===== config.mk =====
export PLATFORM = sky130hd
export DESIGN_NAME = axi_lite_arbiter_2to1_flat
export DESIGN_NICKNAME = d
export VERILOG_FILES = /design/src/rtl/axi_lite_arbiter_2to1_if.sv /design/src/rtl/axi_lite_arbiter_2to1.sv /design/src/flat_wrapper.sv
export SDC_FILE = /design/constraint.sdc
export NUM_CORES = 1
export LEC_CHECK = 0
export ABC_AREA = 1
export CORE_AREA = 2 2 172 174
export CTS_CLUSTER_DIAMETER = 100
export DETAILED_ROUTE_END_ITERATION = 12
export DIE_AREA = 0 0 174 176
export GPL_ROUTABILITY_DRIVEN = 0
export SYNTH_ARGS = -nofsm -noshare
export SYNTH_HDL_FRONTEND = slang
export SYNTH_SLANG_ARGS = --single-unit

===== constraint.sdc =====
create_clock -name aclk -period 1.55 [get_ports aclk]
set_input_delay 0.155 -clock aclk [delete_from_list [all_inputs] [get_ports aclk]]
set_output_delay 0.155 -clock aclk [all_outputs]
set_load 0.1 [all_outputs]

===== src/rtl/axi_lite_arbiter_2to1_if.sv =====
// AXI4-Lite channel types and the bus interface shared by the requesters and the downstream slave.
package axi_lite_pkg;
    typedef logic [31:0] addr_t;
    typedef logic [31:0] data_t;
    typedef logic [3:0]  strb_t;
    typedef logic [1:0]  resp_t;
endpackage

interface axi_lite_if;
    axi_lite_pkg::addr_t awaddr;
    logic                awvalid;
    logic                awready;
    axi_lite_pkg::data_t wdata;
    axi_lite_pkg::strb_t wstrb;
    logic                wvalid;
    logic                wready;
    axi_lite_pkg::resp_t bresp;
    logic                bvalid;
    logic                bready;
    axi_lite_pkg::addr_t araddr;
    logic                arvalid;
    logic                arready;
    axi_lite_pkg::data_t rdata;
    axi_lite_pkg::resp_t rresp;
    logic                rvalid;
    logic                rready;

    modport master (
        output awaddr, awvalid, wdata, wstrb, wvalid, bready, araddr, arvalid, rready,
        input  awready, wready, bresp, bvalid, arready, rdata, rresp, rvalid
    );

    modport slave (
        input  awaddr, awvalid, wdata, wstrb, wvalid, bready, araddr, arvalid, rready,
        output awready, wready, bresp, bvalid, arready, rdata, rresp, rvalid
    );
endinterface


===== src/rtl/axi_lite_arbiter_2to1.sv =====
// Two-requester AXI4-Lite arbiter: independent read and write FSMs, each holding one grant
// for a whole transaction, selectable round-robin or fixed (m0-first) priority.
module axi_lite_arbiter_2to1
    import axi_lite_pkg::*;
#(
    parameter bit RR_EN = 1'b1
) (
    input  logic          aclk,
    input  logic          areset_n,
    axi_lite_if.slave     m0,
    axi_lite_if.slave     m1,
    axi_lite_if.master    s
);

    localparam logic [1:0] RD_IDLE = 2'd0;
    localparam logic [1:0] RD_ADDR = 2'd1;
    localparam logic [1:0] RD_DATA = 2'd2;
    localparam logic [1:0] WR_IDLE = 2'd0;
    localparam logic [1:0] WR_XFER = 2'd1;
    localparam logic [1:0] WR_RESP = 2'd2;

    // Grant value 0 selects m0, 1 selects m1; last is the previous grantee on that path.
    function automatic logic pick_grant(input logic req0, input logic req1, input logic last);
        if (req0 && req1) begin
            return RR_EN ? ~last : 1'b0;
        end else if (req1) begin
            return 1'b1;
        end else begin
            return 1'b0;
        end
    endfunction

    logic [1:0] rd_state_r, rd_state_s;
    logic       rd_gnt_r, rd_last_r, rd_pick_s;
    logic [1:0] wr_state_r, wr_state_s;
    logic       wr_gnt_r, wr_last_r, wr_pick_s;
    logic       aw_done_r, w_done_r;
    logic       aw_fwd_s, w_fwd_s, aw_hs_s, w_hs_s, g_bready_s;

    assign rd_pick_s = pick_grant(m0.arvalid, m1.arvalid, rd_last_r);
    assign wr_pick_s = pick_grant(m0.awvalid, m1.awvalid, wr_last_r);

    // Read path next-state logic.
    always_comb begin
        rd_state_s = rd_state_r;
        case (rd_state_r)
            RD_IDLE: begin
                if (m0.arvalid || m1.arvalid) rd_state_s = RD_ADDR;
                else                          rd_state_s = RD_IDLE;
            end
            RD_ADDR: begin
                if (s.arready) rd_state_s = RD_DATA;
                else           rd_state_s = RD_ADDR;
            end
            RD_DATA: begin
                if (s.rvalid && s.rready) rd_state_s = RD_IDLE;
                else                      rd_state_s = RD_DATA;
            end
            default: rd_state_s = RD_IDLE;
        endcase
    end

    // Read path state, grant and last-grant registers.
    always_ff @(posedge aclk or negedge areset_n) begin
        if (!areset_n) begin
            rd_state_r <= RD_IDLE;
            rd_gnt_r   <= 1'b0;
            rd_last_r  <= 1'b1;
        end else begin
            rd_state_r <= rd_state_s;
            if (rd_state_r == RD_IDLE && rd_state_s == RD_ADDR) begin
                rd_gnt_r  <= rd_pick_s;
                rd_last_r <= rd_pick_s;
            end
        end
    end

    // Read path grant mux; everything not owned by the grantee stays at zero.
    always_comb begin
        s.arvalid  = 1'b0;
        s.araddr   = 32'h0000_0000;
        s.rready   = 1'b0;
        m0.arready = 1'b0;
        m1.arready = 1'b0;
        m0.rvalid  = 1'b0;
        m1.rvalid  = 1'b0;
        m0.rdata   = 32'h0000_0000;
        m1.rdata   = 32'h0000_0000;
        m0.rresp   = 2'b00;
        m1.rresp   = 2'b00;
        case (rd_state_r)
            RD_ADDR: begin
                s.arvalid = 1'b1;
                s.araddr  = rd_gnt_r ? m1.araddr : m0.araddr;
                if (rd_gnt_r) m1.arready = s.arready;
                else          m0.arready = s.arready;
            end
            RD_DATA: begin
                s.rready = rd_gnt_r ? m1.rready : m0.rready;
                if (rd_gnt_r) begin
                    m1.rvalid = s.rvalid;
                    m1.rdata  = s.rdata;
                    m1.rresp  = s.rresp;
                end else begin
                    m0.rvalid = s.rvalid;
                    m0.rdata  = s.rdata;
                    m0.rresp  = s.rresp;
                end
            end
            default: begin
            end
        endcase
    end

    // Write path handshake qualifiers and next-state logic.
    always_comb begin
        aw_fwd_s   = (wr_state_r == WR_XFER) && (wr_gnt_r ? m1.awvalid : m0.awvalid) && !aw_done_r;
        w_fwd_s    = (wr_state_r == WR_XFER) && (wr_gnt_r ? m1.wvalid : m0.wvalid) && !w_done_r;
        aw_hs_s    = aw_fwd_s && s.awready;
        w_hs_s     = w_fwd_s && s.wready;
        g_bready_s = (wr_state_r == WR_RESP) && (wr_gnt_r ? m1.bready : m0.bready);
        wr_state_s = wr_state_r;
        case (wr_state_r)
            WR_IDLE: begin
                if (m0.awvalid || m1.awvalid) wr_state_s = WR_XFER;
                else                          wr_state_s = WR_IDLE;
            end
            WR_XFER: begin
                if ((aw_done_r || aw_hs_s) && (w_done_r || w_hs_s)) wr_state_s = WR_RESP;
                else                                                wr_state_s = WR_XFER;
            end
            WR_RESP: begin
                if (s.bvalid && g_bready_s) wr_state_s = WR_IDLE;
                else                        wr_state_s = WR_RESP;
            end
            default: wr_state_s = WR_IDLE;
        endcase
    end

    // Write path state, grant, last-grant and per-channel done flags.
    always_ff @(posedge aclk or negedge areset_n) begin
        if (!areset_n) begin
            wr_state_r <= WR_IDLE;
            wr_gnt_r   <= 1'b0;
            wr_last_r  <= 1'b1;
            aw_done_r  <= 1'b0;
            w_done_r   <= 1'b0;
        end else begin
            wr_state_r <= wr_state_s;
            if (wr_state_r == WR_IDLE && wr_state_s == WR_XFER) begin
                wr_gnt_r  <= wr_pick_s;
                wr_last_r <= wr_pick_s;
            end
            if (wr_state_s == WR_IDLE) begin
                aw_done_r <= 1'b0;
                w_done_r  <= 1'b0;
            end else begin
                if (aw_hs_s) aw_done_r <= 1'b1;
                if (w_hs_s)  w_done_r  <= 1'b1;
            end
        end
    end

    // Write path grant mux; AW and W advance independently while in transfer.
    always_comb begin
        s.awvalid  = aw_fwd_s;
        s.wvalid   = w_fwd_s;
        s.bready   = g_bready_s;
        s.awaddr   = 32'h0000_0000;
        s.wdata    = 32'h0000_0000;
        s.wstrb    = 4'h0;
        m0.awready = 1'b0;
        m1.awready = 1'b0;
        m0.wready  = 1'b0;
        m1.wready  = 1'b0;
        m0.bvalid  = 1'b0;
        m1.bvalid  = 1'b0;
        m0.bresp   = 2'b00;
        m1.bresp   = 2'b00;
        case (wr_state_r)
            WR_XFER: begin
                s.awaddr = wr_gnt_r ? m1.awaddr : m0.awaddr;
                s.wdata  = wr_gnt_r ? m1.wdata  : m0.wdata;
                s.wstrb  = wr_gnt_r ? m1.wstrb  : m0.wstrb;
                if (wr_gnt_r) begin
                    m1.awready = !aw_done_r && s.awready;
                    m1.wready  = !w_done_r && s.wready;
                end else begin
                    m0.awready = !aw_done_r && s.awready;
                    m0.wready  = !w_done_r && s.wready;
                end
            end
            WR_RESP: begin
                if (wr_gnt_r) begin
                    m1.bvalid = s.bvalid;
                    m1.bresp  = s.bresp;
                end else begin
                    m0.bvalid = s.bvalid;
                    m0.bresp  = s.bresp;
                end
            end
            default: begin
            end
        endcase
    end

endmodule


===== src/flat_wrapper.sv =====
// flat-port wrapper written by rule: the top's interface ports become plain ports
module axi_lite_arbiter_2to1_flat import axi_lite_pkg::*;
#(
    parameter bit RR_EN = 1'b1
)
  (aclk, areset_n, m0_awaddr, m0_awvalid, m0_wdata, m0_wstrb, m0_wvalid, m0_bready, m0_araddr, m0_arvalid, m0_rready, m0_awready, m0_wready, m0_bresp, m0_bvalid, m0_arready, m0_rdata, m0_rresp, m0_rvalid, m1_awaddr, m1_awvalid, m1_wdata, m1_wstrb, m1_wvalid, m1_bready, m1_araddr, m1_arvalid, m1_rready, m1_awready, m1_wready, m1_bresp, m1_bvalid, m1_arready, m1_rdata, m1_rresp, m1_rvalid, s_awaddr, s_awvalid, s_wdata, s_wstrb, s_wvalid, s_bready, s_araddr, s_arvalid, s_rready, s_awready, s_wready, s_bresp, s_bvalid, s_arready, s_rdata, s_rresp, s_rvalid);
  axi_lite_if m0_i ();
  axi_lite_if m1_i ();
  axi_lite_if s_i ();
  input  logic aclk;
  input  logic areset_n;
  input wire logic [$bits(m0_i.awaddr)-1:0] m0_awaddr;
  input wire logic [$bits(m0_i.awvalid)-1:0] m0_awvalid;
  input wire logic [$bits(m0_i.wdata)-1:0] m0_wdata;
  input wire logic [$bits(m0_i.wstrb)-1:0] m0_wstrb;
  input wire logic [$bits(m0_i.wvalid)-1:0] m0_wvalid;
  input wire logic [$bits(m0_i.bready)-1:0] m0_bready;
  input wire logic [$bits(m0_i.araddr)-1:0] m0_araddr;
  input wire logic [$bits(m0_i.arvalid)-1:0] m0_arvalid;
  input wire logic [$bits(m0_i.rready)-1:0] m0_rready;
  output wire logic [$bits(m0_i.awready)-1:0] m0_awready;
  output wire logic [$bits(m0_i.wready)-1:0] m0_wready;
  output wire logic [$bits(m0_i.bresp)-1:0] m0_bresp;
  output wire logic [$bits(m0_i.bvalid)-1:0] m0_bvalid;
  output wire logic [$bits(m0_i.arready)-1:0] m0_arready;
  output wire logic [$bits(m0_i.rdata)-1:0] m0_rdata;
  output wire logic [$bits(m0_i.rresp)-1:0] m0_rresp;
  output wire logic [$bits(m0_i.rvalid)-1:0] m0_rvalid;
  input wire logic [$bits(m1_i.awaddr)-1:0] m1_awaddr;
  input wire logic [$bits(m1_i.awvalid)-1:0] m1_awvalid;
  input wire logic [$bits(m1_i.wdata)-1:0] m1_wdata;
  input wire logic [$bits(m1_i.wstrb)-1:0] m1_wstrb;
  input wire logic [$bits(m1_i.wvalid)-1:0] m1_wvalid;
  input wire logic [$bits(m1_i.bready)-1:0] m1_bready;
  input wire logic [$bits(m1_i.araddr)-1:0] m1_araddr;
  input wire logic [$bits(m1_i.arvalid)-1:0] m1_arvalid;
  input wire logic [$bits(m1_i.rready)-1:0] m1_rready;
  output wire logic [$bits(m1_i.awready)-1:0] m1_awready;
  output wire logic [$bits(m1_i.wready)-1:0] m1_wready;
  output wire logic [$bits(m1_i.bresp)-1:0] m1_bresp;
  output wire logic [$bits(m1_i.bvalid)-1:0] m1_bvalid;
  output wire logic [$bits(m1_i.arready)-1:0] m1_arready;
  output wire logic [$bits(m1_i.rdata)-1:0] m1_rdata;
  output wire logic [$bits(m1_i.rresp)-1:0] m1_rresp;
  output wire logic [$bits(m1_i.rvalid)-1:0] m1_rvalid;
  output wire logic [$bits(s_i.awaddr)-1:0] s_awaddr;
  output wire logic [$bits(s_i.awvalid)-1:0] s_awvalid;
  output wire logic [$bits(s_i.wdata)-1:0] s_wdata;
  output wire logic [$bits(s_i.wstrb)-1:0] s_wstrb;
  output wire logic [$bits(s_i.wvalid)-1:0] s_wvalid;
  output wire logic [$bits(s_i.bready)-1:0] s_bready;
  output wire logic [$bits(s_i.araddr)-1:0] s_araddr;
  output wire logic [$bits(s_i.arvalid)-1:0] s_arvalid;
  output wire logic [$bits(s_i.rready)-1:0] s_rready;
  input wire logic [$bits(s_i.awready)-1:0] s_awready;
  input wire logic [$bits(s_i.wready)-1:0] s_wready;
  input wire logic [$bits(s_i.bresp)-1:0] s_bresp;
  input wire logic [$bits(s_i.bvalid)-1:0] s_bvalid;
  input wire logic [$bits(s_i.arready)-1:0] s_arready;
  input wire logic [$bits(s_i.rdata)-1:0] s_rdata;
  input wire logic [$bits(s_i.rresp)-1:0] s_rresp;
  input wire logic [$bits(s_i.rvalid)-1:0] s_rvalid;
  assign m0_i.awaddr = m0_awaddr;
  assign m0_i.awvalid = m0_awvalid;
  assign m0_i.wdata = m0_wdata;
  assign m0_i.wstrb = m0_wstrb;
  assign m0_i.wvalid = m0_wvalid;
  assign m0_i.bready = m0_bready;
  assign m0_i.araddr = m0_araddr;
  assign m0_i.arvalid = m0_arvalid;
  assign m0_i.rready = m0_rready;
  assign m0_awready = m0_i.awready;
  assign m0_wready = m0_i.wready;
  assign m0_bresp = m0_i.bresp;
  assign m0_bvalid = m0_i.bvalid;
  assign m0_arready = m0_i.arready;
  assign m0_rdata = m0_i.rdata;
  assign m0_rresp = m0_i.rresp;
  assign m0_rvalid = m0_i.rvalid;
  assign m1_i.awaddr = m1_awaddr;
  assign m1_i.awvalid = m1_awvalid;
  assign m1_i.wdata = m1_wdata;
  assign m1_i.wstrb = m1_wstrb;
  assign m1_i.wvalid = m1_wvalid;
  assign m1_i.bready = m1_bready;
  assign m1_i.araddr = m1_araddr;
  assign m1_i.arvalid = m1_arvalid;
  assign m1_i.rready = m1_rready;
  assign m1_awready = m1_i.awready;
  assign m1_wready = m1_i.wready;
  assign m1_bresp = m1_i.bresp;
  assign m1_bvalid = m1_i.bvalid;
  assign m1_arready = m1_i.arready;
  assign m1_rdata = m1_i.rdata;
  assign m1_rresp = m1_i.rresp;
  assign m1_rvalid = m1_i.rvalid;
  assign s_awaddr = s_i.awaddr;
  assign s_awvalid = s_i.awvalid;
  assign s_wdata = s_i.wdata;
  assign s_wstrb = s_i.wstrb;
  assign s_wvalid = s_i.wvalid;
  assign s_bready = s_i.bready;
  assign s_araddr = s_i.araddr;
  assign s_arvalid = s_i.arvalid;
  assign s_rready = s_i.rready;
  assign s_i.awready = s_awready;
  assign s_i.wready = s_wready;
  assign s_i.bresp = s_bresp;
  assign s_i.bvalid = s_bvalid;
  assign s_i.arready = s_arready;
  assign s_i.rdata = s_rdata;
  assign s_i.rresp = s_rresp;
  assign s_i.rvalid = s_rvalid;
  axi_lite_arbiter_2to1 #(.RR_EN(RR_EN)) u_core (.aclk(aclk), .areset_n(areset_n), .m0(m0_i), .m1(m1_i), .s(s_i));
endmodule

After elaboration in Yosys (flattened, before gate mapping)
Cells that the tools add are included.

cells by class
  add/sub/neg operators = 0
  multiply operators = 0
  div/mod/pow operators = 0
  order comparisons = 0
  equality and inequality tests = 6
  shift operators = 0
  mux-type cells = 62
  bitwise gates (word level) = 2
  reductions and logical operators = 27

operators with widths
  operator                                                          count
  32-bit 2-to-1 mux                                                 10
  1-bit 2-to-1 mux                                                  36
  2-bit 2-to-1 mux                                                  12
  1-bit logical AND                                                 16
  2-bit case mux with 3 select lines                                2
  2-bit by 1-bit == test with 1-bit output (second input constant)  4
  4-bit 2-to-1 mux                                                  2
  2-bit zero test                                                   3
  2-bit == test (second input constant)                             2
  1-bit logical OR                                                  4
  2-bit nonzero test                                                2
  1-bit zero test                                                   2
  1-bit inverter                                                    2

storage, ports and cells
  bits in registers = 10
  latch bits = 0
  RAM bits = 0
  memory bits (read-only) = 0
  memories = 0

Logic depth before layout (Yosys ltp)
Gate-level depths: netlist (run 1).

  word-level depth = 10
  gate-level depth with buffers = 10
  depth with buffers taken out = 10

Least setup slack after synthesis (run 1)
No wires, ideal clock.

  path type = register to output
  from = register u_core.rd_state_r[1]
  to = output port s_araddr[11]
  data arrival time = 3.749 ns
  data required time = 1.395 ns
  setup slack = -2.354 ns
  cell stages (with the launch flop) = 5
  buffers on the path = 1
  path through = dfrtp_1 -> nor2_1 -> inv_1 -> buf_1 -> a21oi_1

on the way
  word-level cells in the longest chain between the ends = 2

RTL lines
  element                                   line                         source
  start: declaration                        axi_lite_arbiter_2to1.sv:33  logic [1:0] rd_state_r, rd_state_s;
  start signal: assignment                  axi_lite_arbiter_2to1.sv:70  rd_state_r <= rd_state_s;
  2-bit by 1-bit == test with 1-bit output  axi_lite_arbiter_2to1.sv:91  case (rd_state_r)
  32-bit 2-to-1 mux                         axi_lite_arbiter_2to1.sv:91
  end: declaration                          flat_wrapper.sv:52           output wire logic [$bits(s_i.araddr)-1:0] s_araddr;

Every way passes these cells.

Final worst setup path (run 1)
  from = register u_core.wr_gnt_r
  to = output port s_awaddr[29]

on the way
  word-level cells in the longest chain between the ends = 2

RTL lines
  element                   line                          source
  start: declaration        axi_lite_arbiter_2to1.sv:36   logic wr_gnt_r, wr_last_r, wr_pick_s;
  start signal: assignment  axi_lite_arbiter_2to1.sv:151  wr_gnt_r <= wr_pick_s;
  32-bit 2-to-1 mux         axi_lite_arbiter_2to1.sv:182  s.awaddr = wr_gnt_r ? m1.awaddr : m0.awaddr;
  32-bit 2-to-1 mux         axi_lite_arbiter_2to1.sv:180  case (wr_state_r)
  end: declaration          flat_wrapper.sv:46            output wire logic [$bits(s_i.awaddr)-1:0] s_awaddr;

Every way passes these cells.

==> results_dict.tcl, run 1 <==
set metrics [dict create \
    ant_nets 0 \
    wirelength_um 23280 \
    rsz0062_at_grt "yes" \
    grt_pass1_wl_um 32600 \
    top_layer_used "met5" \
    die_height_um 176 \
    dr_total_vias 5411 \
    worstPathRequired_ns 1.39 \
    multi_input_area_um2 3684 \
    fmaxAchievable_ghz 0.5813 \
    synth.avg_cell_area_um2 4.529 \
    yosys_warnings 0 \
    synthDistinctLibCells 19 \
    hold_class "primary input to asynchronous set/reset pin" \
    cts_sinks 10 \
    port_buffers 439 \
    cts-buffers-inserted 3 \
    num_io_pins 440 \
    worst_slew_pin_slew_ns 0.2766 \
    failed_checks "setup timing" \
    rows 62 \
    cts_tree "built" \
    antenna_found_initial 2 \
    slew_headroom_pct 81.37 \
    post-route-period-util_pct 111.0 \
    holdBufCountCts 0 \
    track_usage_pct 13.31 \
    synth_cells 542 \
    drt-vias-per-instance 3.846 \
    drive_gt1_share_pct 51.91 \
    arrival_ns 1.57 \
    fin_crit_ns 1.720 \
    die_w_um 174 \
    hold_violations 0 \
    nFillCells 2700 \
    syn_to_final_growth_pct 397.9 \
    start_kind "flip-flop" \
    n_antenna_cell 0 \
    maxSlewViolCount 0 \
    grt_start_max_net_pins 29 \
    fin_setup_tns_ns -13.76 \
    post-route-util_pct 42.82 \
    whs_ns 0.2273 \
    setup_violations 183 \
    clkTransAtPathRegs_ns 0.04 \
    h-tree-depth 1 \
    regArea_um2 256.5 \
    cts.path.max_buffers 2 \
    grt_overflow 0 \
    die_area_um2 30620 \
    drtPass1Iterations 7 \
    cap_violations 0 \
    wire_per_inst_um 16.54 \
    critPathKind "flip-flop to output pin" \
    clock-root-buffer "clkbuf_16" \
    synth_nets 795 \
    ys_ff_latch 10 \
    drt-initial-drc-count 176 \
    seq_area_frac_synth_pct 10.30 \
    final.setup.worst_slack_ns -0.1703 \
    status "complete, but fails checks" \
    route.detailed.drc 0 \
    fin_worst_skew_ns 0.0003738 \
    coreArea_um2 28550 \
    wl_met3_um 1699 \
    grt_pass1_vias 5618 \
    route.met2.wl_um 12610 \
    netlist_area_um2 2455 \
    clk_latency_ns 0.23 \
    crit_fanout 14 \
    wl_met1_um 8481 \
    final_nets 1277 \
    initial_core_util_pct 8.599 \
    hpwl_um 17880 \
    end_kind "output pin" \
]
-- cell usage after synthesis --
cell        n  area (µm²)
nand2_1   230       863.3
a21oi_1   100       500.5
nor2_1     89       334.1
inv_1      51       191.4
buf_2      29       145.1
dfrtp_1     8       200.2
clkbuf_1    6       22.52
nor3_1      6       30.03
nand3_1     5       25.02
o21ai_0     4       20.02
buf_1       3       11.26
nand2_2     3       18.77
dfstp_2     2       52.55
buf_4       1       7.510
inv_2       1       3.750
mux2i_1     1       10.01
nor2_2      1       6.260
o211ai_1    1       7.510
o21ai_1     1       5.000
-- flip-flops by register name, indices dropped and copies added (netlist names) --
register,flops
u_core.rd_gnt_r,1
u_core.w_done_r,1
u_core.wr_state_r,2
u_core.rd_last_r,1
u_core.wr_last_r,1
u_core.rd_state_r,2
u_core.wr_gnt_r,1
u_core.aw_done_r,1
-- cells by family (layout without fill, tap and decap cells) --
group | count (synthesis) | after routing | synth area share [%]
simple gates | 334 | 334 | 52.04
compound gates | 106 | 106 | 21.71
mux | 1 | 1 | 0.4078
flops | 10 | 10 | 10.30
buf+inv | 91 | 572 | 15.55
-- layer usage --
layer | up-vias | GRT usage [%]
met1 | 2508 | 15.07
met5 | - | 0
met4 | 4 | 1.891
li1 | 2642 | -
met2 | 217 | 25.20
met3 | 40 | 3.811
-- final timing paths --
path	cells after the start	from	to	slack, ns
max in group asynchronous	2	areset_n	u_core.wr_last_r	1.10
min reg2reg	2	u_core.rd_last_r	u_core.rd_last_r	0.46
min	2	areset_n	u_core.rd_state_r[0]	0.23
max reg2reg	8	u_core.wr_gnt_r	u_core.w_done_r	0.03
max	6	u_core.wr_gnt_r	s_awaddr[29]	-0.17
min in group aclk	2	u_core.rd_last_r	u_core.rd_last_r	0.46
-- critical path, cell delays in order, from the launching register on --
cell and delay, ns:
dfrtp_2 0.36, buf_12 0.15, buf_12 0.15, buf_16 0.15, nand2_1 0.08, a21oi_2 0.22, buf_12 0.21
-- per-stage QoR --
stage	instance area (µm²)	setup slack (ns)	cells
2_1_floorplan	3933	-0.9279	542
3_3_place_gp	10810	0.006411	1363
3_5_place_dp	10810	0.007652	1363
4_1_cts	11470	-0.1570	1384
5_1_grt	12220	-0.2233	1407
6_report	12220	-0.1703	1407
-- what timing repair did --
item                       4_1_cts  5_1_grt
setup buffers                   11       11
cloned                           6       13
setup endpoints to repair      181      188
gates resized for setup         87      103
pin swaps                       22       54
-- placed cells by master, fill, tap and decap left out, drive strengths merged --
cell / Yosys / routed
nand3: 5 / 5
inv: 52 / 51
clkinv: 0 / 1
clkdlybuf4s50: 0 / 252
mux2i: 1 / 1
dfrtp: 8 / 8
nor3: 6 / 6
o21ai: 5 / 5
o211ai: 1 / 1
nor2: 90 / 90
dfstp: 2 / 2
buf: 33 / 255
nand2: 233 / 233
a21oi: 100 / 100
clkbuf: 6 / 13
-- final cells by class --
type,count,area share (%)
inverter,52,1.976
timing repair buffer,516,61.13
sequential,10,2.098
clock buffer,4,0.7268
tap,384,3.931
multi-input combinational,441,30.14
Power of run 1 is not shown: default switching activity piles up to over one toggle a cycle in this logic, so the estimate is an artifact.
==> run 2: changes to the inputs <==
SETUP_SLACK_MARGIN = 0.05   (was unset)
SLEW_MARGIN = 20   (was unset)
==> run 2 against run 1 <==
  * The flow still finishes with violations (setup timing)
  * Critical path depth stayed put
  * Largest cell class unchanged
  * Non-clock buffer count decreased by 9
  * Routed wire length increased by 7.0%
  * Via count increased by 2.1%
  * Critical endpoint is now s_awaddr[24]
  * Critical path type unchanged
==> results_dict.tcl, run 2 (synthesis results as in run 1) <==
set metrics [dict create \
    post-route-util_pct 43.46 \
    post-route-period-util_pct 111.6 \
    syn_to_final_growth_pct 405.4 \
    groute.layer.met1.usage_pct 17.41 \
    die_w_um 174 \
    regArea_um2 256.5 \
    cts.path.max_buffers 2 \
    worstPathRequired_ns 1.39 \
    final_nets 1269 \
    track_usage_pct 13.85 \
    critPathBufInv 4 \
    clock-root-buffer "clkbuf_16" \
    rows 62 \
    failed_checks "setup timing" \
    fmaxAchievable_ghz 0.5783 \
    start_kind "flip-flop" \
    h-tree-depth 1 \
    num_io_pins 440 \
    critPathMaxStageDelay_ns 0.46 \
    worstReg2RegStart "u_core.wr_state_r[1]" \
    n_antenna_cell 0 \
    fin_crit_ns 1.729 \
    pre_cts_ws_ns -0.01728 \
    slowest_stage "dfrtp_2" \
    clk_latency_ns 0.24 \
    layout_commonest_cell "clkdlybuf4s50_1" \
    cts_sinks 10 \
    final.setup.worst_slack_ns -0.1791 \
    stdcell_count 1399 \
    drt-vias-per-instance 3.948 \
    status "complete, but fails checks" \
    final_cell_mix "clkdlybuf4s50_1 (252), buf_12 (210), nand2_1 (163)" \
    grt_pass1_wl_um 33330 \
    ant_nets 0 \
    met3_usage_pct 2.519 \
    cp_top_family "buffers and inverters" \
    clkTransAtPathRegs_ns 0.05 \
    end_kind "output pin" \
    drive_gt1_share_pct 53.10 \
    busiest_layer "met2" \
    dr_total_vias 5523 \
    coreArea_um2 28550 \
    nFillCells 2680 \
    hpwl_um 18080 \
    cts-buffers-inserted 3 \
    hold_class "primary input to asynchronous set/reset pin" \
    drt-initial-drc-count 200 \
    fin_worst_skew_ns 0.0007077 \
    place_inst 1360 \
    initial_core_util_pct 8.599 \
    setup_violations 184 \
    maxSlewViolCount 0 \
    rr_worst_depth 11 \
    fin_setup_tns_ns -21.72 \
    drtPass1Iterations 4 \
    die_area_um2 30620 \
    grt_pass1_vias 5646 \
    wirelength_um 24920 \
    multi_input_area_um2 3958 \
    worst_slew_pin_slew_ns 0.5345 \
    die_height_um 176 \
    rsz0062_at_grt "yes" \
    antenna_found_initial 0 \
    crit_fanout 6 \
    route.detailed.drc 0 \
    crit_chain "clkinv_4, buf_12, clkbuf_16, nand2_2, a21oi_4, buf_12" \
    cts_tree "built" \
    critPathKind "flip-flop to output pin" \
    holdBufCountCts 0 \
    grt_overflow 0 \
    wire_per_inst_um 17.81 \
    largestRegisters "u_core.rd_state_r: 2 flops, u_core.wr_state_r: 2 flops" \
    hold_violations 0 \
    crit_top_cell "buf_12" \
    grt_start_max_net_pins 44 \
    regToRegSetupSlack_ns 0.03 \
    cap_violations 0 \
    met2_usage_pct 24.75 \
    port_buffers 439 \
    arrival_ns 1.57 \
    slew_headroom_pct 64.26 \
    timing.rr.end "u_core.aw_done_r" \
]
run 2: metrics by stage:
step                      hold WS [ns]  area [µm²]
after global placement          0.4541       10800
final                           0.2700       12410
after floorplan                -0.1406        3931
after global routing            0.3177       12410
after CTS                       0.3020       11510
after detailed placement        0.4643       10800
run 2: how the worst max path moves through the flow:
stage | start | cells after the start | to
4_1_cts | u_core.wr_gnt_r | 5 | s_awaddr[30]
2_1_floorplan | u_core.wr_gnt_r | 5 | s_awaddr[13]
3_5_place_dp | u_core.wr_gnt_r | 11 | u_core.aw_done_r
6_report | u_core.wr_gnt_r | 6 | s_awaddr[24]
5_1_grt | u_core.wr_gnt_r | 6 | s_awaddr[24]
3_3_place_gp | u_core.wr_gnt_r | 5 | s_wdata[24]
run 2: area by class of cell:
cell class,instances,share of cell area [%]
Tap cell,384,3.873
Timing Repair Buffer,507,59.68
Inverter,52,1.765
Multi-Input combinational cell,442,31.90
Clock buffer,4,0.7160
Sequential cell,10,2.067
run 2: timing repair:
| action | CTS | global route |
|---|---|---|
| resized for setup | 107 | 135 |
| buffers inserted | 9 | 9 |
| endpoints found under the hold margin | 0 | 0 |
| cloned | 6 | 14 |
| pin swaps | 20 | 47 |
| setup endpoints to repair | 188 | 191 |
run 2: routing by layer:
metal	up-vias	part of all wire, %
met2	247	51
met3	33	6.2
met1	2619	41
met4	0	1.9
met5	-	0
li1	2624	-
Power of run 2 is left out for the same reason.
==> run 3: changes to the inputs <==
CTS_CLUSTER_DIAMETER = 150   (was 100)
RECOVER_POWER = 50   (was unset)
==> run 3 against run 2 <==
  * The flow still finishes with violations (setup timing)
  * Sequential cell count unchanged
  * Routed wire length did not move
  * Cell count unchanged
  * Design area is the same
  * Sequential share of layout area stayed put
  * Critical path depth stayed put
==> results_dict.tcl, run 3 (synthesis results as in run 1) <==
set metrics [dict create \
    maxSlewViolCount 0 \
    nFillCells 2680 \
    worstReg2RegStart "u_core.wr_state_r[1]" \
    cap_violations 0 \
    layout_commonest_cell "clkdlybuf4s50_1" \
    ant_nets 0 \
    post-route-period-util_pct 111.6 \
    fin_crit_ns 1.729 \
    post-route-util_pct 43.46 \
    grt_overflow 0 \
    drtPass1Iterations 4 \
    critPathKind "flip-flop to output pin" \
    hpwl_um 18080 \
    final.setup.worst_slack_ns -0.1791 \
    final_cell_area_um2 12410 \
    grt_start_max_net_pins 44 \
    die_height_um 176 \
    final_nets 1269 \
    h-tree-depth 1 \
    cts_tree "built" \
    initial_core_util_pct 8.599 \
    crit_fanout 6 \
    failed_checks "setup timing" \
    clk_latency_ns 0.24 \
    regToRegSetupSlack_ns 0.03 \
    rows 62 \
    drive_gt1_share_pct 53.10 \
    drt-initial-drc-count 200 \
    route.detailed.drc 0 \
    rsz0062_at_grt "yes" \
    clock-root-buffer "clkbuf_16" \
    grt_pass1_wl_um 33330 \
    post_dp_cell_area_um2 10800 \
    rr_worst_depth 11 \
    syn_to_final_growth_pct 405.4 \
    antenna_found_initial 0 \
    n_antenna_cell 0 \
    hold_violations 0 \
    met2_usage_pct 24.75 \
    drt-vias-per-instance 3.948 \
    final_cell_mix "clkdlybuf4s50_1 (251), buf_12 (210), nand2_1 (163)" \
    track_usage_pct 13.85 \
    port_buffers 439 \
    num_io_pins 440 \
    end_kind "output pin" \
    cts-buffers-inserted 3 \
    arrival_ns 1.57 \
    hold_class "primary input to asynchronous set/reset pin" \
    fmaxAchievable_ghz 0.5783 \
    dr_total_vias 5523 \
    clkTransAtPathRegs_ns 0.05 \
    slew_headroom_pct 63.90 \
    worst_slew_pin_slew_ns 0.5397 \
    coreArea_um2 28550 \
    status "complete, but fails checks" \
    setup_violations 184 \
    wire_per_inst_um 17.81 \
    met3_usage_pct 2.519 \
    timing.rr.end "u_core.aw_done_r" \
    cts_sinks 10 \
    die_w_um 174 \
    largestRegisters "u_core.rd_state_r: 2 flops, u_core.wr_state_r: 2 flops" \
    busiest_layer "met2" \
    start_kind "flip-flop" \
    wirelength_um 24920 \
    pre_cts_ws_ns -0.01728 \
    die_area_um2 30620 \
    fin_worst_skew_ns 0.0007077 \
    groute.layer.met1.usage_pct 17.41 \
    grt_pass1_vias 5646 \
    worstPathRequired_ns 1.39 \
    cts.path.max_buffers 2 \
]
-- run 3: worst max-delay path by stage --
stage / from / to / slack, ns / cells past startpoint
floorplan: u_core.wr_gnt_r / s_awaddr[13] / -0.90 / 5
CTS: u_core.wr_gnt_r / s_awaddr[30] / -0.17 / 5
global placement: u_core.wr_gnt_r / s_wdata[24] / 0.02 / 5
detailed placement: u_core.wr_gnt_r / u_core.aw_done_r / -0.02 / 11
finish: u_core.wr_gnt_r / s_awaddr[24] / -0.18 / 6
global route: u_core.wr_gnt_r / s_awaddr[24] / -0.22 / 6
-- run 3: area by class of cell --
| class | count | area, µm² | area share (%) |
|---|---|---|---|
| Clock buffer | 4 | 88.84 | 0.7160 |
| Inverter | 52 | 219.0 | 1.765 |
| Sequential cell | 10 | 256.5 | 2.067 |
| Timing Repair Buffer | 507 | 7405 | 59.68 |
| Tap cell | 384 | 480.5 | 3.873 |
| Multi-Input combinational cell | 442 | 3958 | 31.90 |
-- run 3: repair_timing --
| action | in CTS | in global routing |
|---|---|---|
| pin swaps | 20 | 47 |
| gates resized for setup | 107 | 135 |
| setup endpoints to repair | 188 | 191 |
| buffers inserted | 9 | 9 |
| hold endpoints to repair | 0 | 0 |
| cloned | 6 | 14 |
| hold buffers | 0 | 0 |
-- run 3: metrics by stage --
stage	std cells	setup TNS (ns)	hold WS [ns]
floorplan	542	-64.06	-0.1406
global placement	1360	0	0.4541
detailed placement	1360	-0.03593	0.4643
CTS	1379	-19.67	0.3020
global route	1399	-32.10	0.3874
finish	1399	-21.72	0.3402
-- run 3: critical path, stage by stage (launching register included) --
cell       delay, ns
dfrtp_2         0.46
clkinv_4        0.12
buf_12          0.14
clkbuf_16       0.17
nand2_2         0.08
a21oi_4         0.17
buf_12          0.19
-- run 3: routing by layer --
metal | wire [µm] | up-vias
met4 | 461 | 0
met5 | 0 | -
met1 | 10140 | 2619
li1 | - | 2624
met2 | 12780 | 247
met3 | 1539 | 33
Power of run 3 is left out for the same reason.
